$ cat config.mk
export PLATFORM = sky130hd
export DESIGN_NAME = modulo_unit
export DESIGN_NICKNAME = d
export VERILOG_FILES = /design/src/rtl/modulo_unit.sv
export SDC_FILE = /design/constraint.sdc
export NUM_CORES = 1
export LEC_CHECK = 0
export BUFFER_PORTS_ARGS = -buffer_cell sky130_fd_sc_hd__buf_4
export CORE_ASPECT_RATIO = 1.4
export CORE_MARGIN = 5
export CORE_UTILIZATION = 40
export CTS_BUF_LIST = sky130_fd_sc_hd__clkbuf_4
export DETAILED_ROUTE_END_ITERATION = 7
export PLACE_DENSITY = 0.68
export SLEW_MARGIN = 20
export SYNTH_ARGS = -nofsm -noshare
export SYNTH_HDL_FRONTEND = slang
export SYNTH_SLANG_ARGS = --single-unit
$ cat constraint.sdc
create_clock -name clk -period 4.84 [get_ports clk]
set_input_delay 0.968 -clock clk [delete_from_list [all_inputs] [get_ports clk]]
set_output_delay 0.968 -clock clk [all_outputs]
set_load 0.02 [all_outputs]
$ cat src/rtl/modulo_unit.sv
// -----------------------------------------------------------------------------
// modulo_unit
//   Iterative remainder unit. It answers the modulo_start/modulo_ready
//   handshake of the GCD controller. It computes A mod B and A / B by
//   restoring binary long division, producing one quotient bit per clock.
//
// Parameters
//   WIDTH           operand, remainder and quotient width (>= 2)
//
// Ports
//   clk             system clock; all state changes on the rising edge
//   rst_i           synchronous, active-high reset
//   modulo_start_i  level request; the initiator holds it high until it
//                   sees modulo_ready_o
//   zahl_a_i        dividend A; sampled only on the accepting edge
//   zahl_b_i        divisor B; sampled only on the accepting edge
//   modulo_ready_o  one-cycle completion pulse
//   rest_o          remainder A mod B; held until the next completion
//   quotient_o      quotient A / B; held until the next completion
//   div_by_zero_o   set when the last completed operation had B == 0
//   busy_o          high while calculating and in the completion cycle
// -----------------------------------------------------------------------------
module modulo_unit #(
  parameter int WIDTH = 16
) (
  input  logic             clk,
  input  logic             rst_i,
  input  logic             modulo_start_i,
  input  logic [WIDTH-1:0] zahl_a_i,
  input  logic [WIDTH-1:0] zahl_b_i,
  output logic             modulo_ready_o,
  output logic [WIDTH-1:0] rest_o,
  output logic [WIDTH-1:0] quotient_o,
  output logic             div_by_zero_o,
  output logic             busy_o
);

  localparam int CW = (WIDTH > 2) ? $clog2(WIDTH) : 1;

  typedef enum logic [1:0] {
    S_IDLE,
    S_CALC,
    S_DONE,
    S_RELEASE
  } state_t;

  state_t           state_q;
  state_t           state_d;

  logic [WIDTH-1:0] a_sh;
  logic [WIDTH-1:0] divisor;
  logic [WIDTH-1:0] rem;
  logic [CW-1:0]    cnt;

  logic [WIDTH:0]   r_ext;
  logic             q_bit;
  logic [WIDTH-1:0] rem_next;
  logic [WIDTH-1:0] a_next;

  // One restoring-division step. The trial remainder is kept one bit wider
  // than the operands so that r' >= B and r' - B never overflow, even for
  // a divisor of 2^WIDTH-1; the result is always below B and fits WIDTH.
  always_comb begin
    r_ext    = {rem, a_sh[WIDTH-1]};
    q_bit    = (r_ext >= {1'b0, divisor});
    rem_next = q_bit ? WIDTH'(r_ext - {1'b0, divisor}) : r_ext[WIDTH-1:0];
    a_next   = {a_sh[WIDTH-2:0], q_bit};
  end

  always_ff @(posedge clk) begin
    if (rst_i) begin
      state_q <= S_IDLE;
    end else begin
      state_q <= state_d;
    end
  end

  // Dropping start while calculating aborts without a ready pulse. After a
  // completion the unit parks in RELEASE until start goes low, so a start
  // that is held high never triggers a second operation.
  always_comb begin
    state_d = state_q;
    case (state_q)
      S_IDLE: begin
        if (modulo_start_i) begin
          state_d = (zahl_b_i == '0) ? S_DONE : S_CALC;
        end
      end
      S_CALC: begin
        if (!modulo_start_i) begin
          state_d = S_IDLE;
        end else if (cnt == '0) begin
          state_d = S_DONE;
        end
      end
      S_DONE: begin
        state_d = modulo_start_i ? S_RELEASE : S_IDLE;
      end
      S_RELEASE: begin
        if (!modulo_start_i) begin
          state_d = S_IDLE;
        end
      end
      default: state_d = S_IDLE;
    endcase
  end

  // The dividend shift register turns into the quotient as the quotient bits
  // shift in from the right. Results load on the same edge that enters DONE,
  // so they are already valid during the ready pulse. A zero divisor skips
  // the loop and reports A as the remainder.
  always_ff @(posedge clk) begin
    if (rst_i) begin
      a_sh          <= '0;
      divisor       <= '0;
      rem           <= '0;
      cnt           <= '0;
      rest_o        <= '0;
      quotient_o    <= '0;
      div_by_zero_o <= 1'b0;
    end else begin
      case (state_q)
        S_IDLE: begin
          if (modulo_start_i) begin
            a_sh    <= zahl_a_i;
            divisor <= zahl_b_i;
            rem     <= '0;
            cnt     <= CW'(WIDTH - 1);
            if (zahl_b_i == '0) begin
              rest_o        <= zahl_a_i;
              quotient_o    <= '0;
              div_by_zero_o <= 1'b1;
            end
          end
        end
        S_CALC: begin
          if (modulo_start_i) begin
            a_sh <= a_next;
            rem  <= rem_next;
            cnt  <= cnt - 1'b1;
            if (cnt == '0) begin
              rest_o        <= rem_next;
              quotient_o    <= a_next;
              div_by_zero_o <= 1'b0;
            end
          end
        end
        default: ;
      endcase
    end
  end

  assign modulo_ready_o = (state_q == S_DONE);
  assign busy_o         = (state_q == S_CALC) || (state_q == S_DONE);

endmodule
==> results.json <==
{
  "power_density_nw_per_um2": 486,
  "cp_num_buf_inv": 1,
  "dp_cells": 753,
  "yosys_register_bits": 87,
  "period_share_pct": 61.6,
  "syn_nets": 626,
  "areaGrowthSynthToFinish_pct": 15.9,
  "leakagePower_nw": 2.08,
  "initial_core_util_pct": 40.7,
  "cp-start-kind": "flop",
  "synth.distinct_cells": 60,
  "tightestPinTransition_ps": 1070,
  "fp.coreArea_sq_um": 11300,
  "drv_slew": 0,
  "dieArea_sq_um": 13700,
  "timing_worst_setup_path_type": "reg2reg",
  "root_buffer": "clkbuf_4",
  "vdd_drop_max_mv": 0.169,
  "ff2ff_setup_slack_ps": 1860,
  "cts_sinks": 87,
  "drive_above_1_share_pct": 17.6,
  "instances_no_fill": 770,
  "grt_remaining_overflow": 0,
  "report.final.hold_viol_count": 0,
  "async_flop_share_pct": 0,
  "synth_top_area_cell": "dfxtp_1",
  "maxCapViolations": 0,
  "setup_tns_ps": 0,
  "end_kind": "flop",
  "netlist_top_cells_area": "dfxtp_1 38%, a21oi_1 6.8%, nand2_1 6.5%",
  "final_common_cell": "dfxtp_1",
  "post_cts_resized": 0,
  "crit_path_start": "a_sh[15]",
  "boundaryPins": 70,
  "fin_crit_ps": 2980,
  "rsz0062_at_grt": "no",
  "status": "completed",
  "hold_end": "divisor[1]",
  "min_path_type": "reg2reg",
  "drt-pass1-iter-count": 4,
  "antenna_found_initial": 1,
  "reg2reg_to": "rest_o[1]",
  "cts_setup_buffers": 0,
  "rr_startpoint": "a_sh[15]",
  "multi_input_area_sq_um": 2600,
  "drt-vias-per-instance": 5.33,
  "cp_top_family": "simple AND/OR/NAND/NOR gates",
  "h-tree-depth": 3,
  "required_ps": 5170,
  "mostFrequentLayoutCells": "87 x dfxtp_1, 79 x nand2_1, 74 x buf_4, 62 x a21oi_1, 54 x nor2_1",
  "num_vias": 4106,
  "worstPathMaxFanout": 12,
  "cts_tree": "done",
  "drt_iter0_drc": 142,
  "insertion_delay_ps": 430,
  "syn-cell-area_sq_um": 4590,
  "synthCells": 568,
  "fin_nets": 678,
  "die_w_um": 101,
  "fillCellCount": 1153,
  "clockBufferDepth": 2,
  "wl_um": 11900,
  "rr_worst_depth": 9,
  "crit_arrival_ps": 3320,
  "grt_max_degree": 59,
  "drc": 0,
  "dieHeight_um": 137,
  "path_clk_slew_ps": 140,
  "grt_pass1_wl_um": 19700,
  "clock.fmax_ghz": 0.335,
  "synth.top_cell.area_share_pct": 38.0,
  "rows": 46,
  "ant_nets": 0,
  "synth_edf_count": 0,
  "portBuffers": 69,
  "hpwl_um": 9250,
  "grt_usage_pct": 18.1,
  "hold_start": "divisor[1]",
  "grt_pass1_vias": 4054,
  "critical_path.max_stage_delay_ps": 550,
  "avgRoutedWirePerCell_um": 15.5,
  "cts_hold_buf": 0,
  "fin_skew_ps": 9.67,
  "slowest_stage": "or4_4",
  "yosysWarnings": 0,
  "synth-seq-area-share_pct": 38.0,
  "relSlewSlack_pct": 28.3,
  "yosys_most_used_dff": "dfxtp_1",
  "numCtsBuffers": 9,
  "path_cells": "inv_1 > ha_1 > nand4_1 > or4_4 > and3_4 > a31oi_4 > mux2i_1 > and2_1 > o21ai_1",
  "setup_viol": 0,
  "seqCellArea_sq_um": 1740,
  "gp_congestion": 0.927,
  "synth.avg_cell_area_sq_um": 8.08,
  "hold-path-cell-count": 2
}
flip-flops by register name (all words and copies together) (netlist names):
name,count
quotient_o,16
state_q,2
div_by_zero_o,1
cnt,4
rest_o,16
rem,16
divisor,16
a_sh,16
logic make-up (layout without fill, tap and decap cells):
| kind of cell | count (synthesis) | in the layout | synth area share [%] |
|---|---|---|---|
| buf+inv | 60 | 117 | 5.54 |
| mux | 23 | 23 | 5.05 |
| simple gates | 205 | 205 | 20.5 |
| fa+ha+maj | 23 | 23 | 6.44 |
| xor+xnor | 11 | 11 | 2.10 |
| flops | 87 | 87 | 38.0 |
| compound gates | 159 | 159 | 22.4 |
| other cells | 0 | 1 | 0 |
worst reg2reg max path, cell delays in order (launching register included):
cell and delay, ps:
dfxtp_1 410, inv_1 90, ha_1 350, nand4_1 110, or4_4 550, and3_4 190
a31oi_4 440, mux2i_1 490, and2_1 190, o21ai_1 60
final cells by class:
cell class	instances	share of cell area, %
multi-input cells	421	48.8
flip-flops and latches	87	32.8
repair buffers	74	10.4
well taps	144	3.39
inverters	27	1.91
clock buffers	11	1.55
clock inverters	5	1.08
diodes	1	0.0471
cell usage after synthesis, drive strengths merged, types with 3 or more instances:
library cell  instances
xor2                  5
clkbuf               21
nor2                 54
buf                  12
a211oi               29
inv                  27
a21oi                62
a311oi                3
o22ai                 9
or3                   6
ha                   22
dfxtp                87
or2                   3
mux2i                22
and2                  5
o21ai                31
a22o                  3
o31ai                 3
nand3                23
and3                  3
xnor2                 6
nor4                  4
nor3                  6
nand2b                6
nand2                79
nor2b                11
through the flow:
| step | utilization (%) | power (mW) | setup WS, ps | hold WS (ps) | cell area [sq um] |
|---|---|---|---|---|---|
| floorplan | - | 1.89 | 2350 | 436 | 4590 |
| global placement | 45.9 | 2.16 | 1410 | 445 | 5170 |
| detailed placement | 45.9 | 2.18 | 1410 | 448 | 5170 |
| CTS | 47.1 | 2.60 | 1850 | 466 | 5320 |
| global route | 47.1 | 2.78 | 1710 | 483 | 5320 |
| finish | 47.1 | 2.59 | 1860 | 463 | 5320 |
power by group:
part | switching, mW | total, mW | internal (mW)
sequential | 0.0749 | 0.890 | 0.815
clock | 0.251 | 0.420 | 0.170
combinational | 0.780 | 1.28 | 0.497
total | 1.11 | 2.59 | 1.48
worst max path at each step:
stage	depth (start not counted)	end	slack [ps]
after global placement	9	rest_o[5]	1410
after CTS	9	rest_o[1]	1850
after global routing	9	rest_o[1]	1710
after floorplan	8	rest_o[2]	2350
final	9	rest_o[1]	1860
after detailed placement	9	rest_o[5]	1410
routing by layer:
metal	share of wire, %	global-route usage, %	wire [um]	vias to the layer above
met5	0	0	0	-
met4	2.8	7.42	332	0
met3	5.6	3.82	663	17
met2	49	31.4	5890	99
met1	42	21.5	5050	1884
li1	-	-	-	2106
No activity file was read; power rests on OpenSTA's default activity.
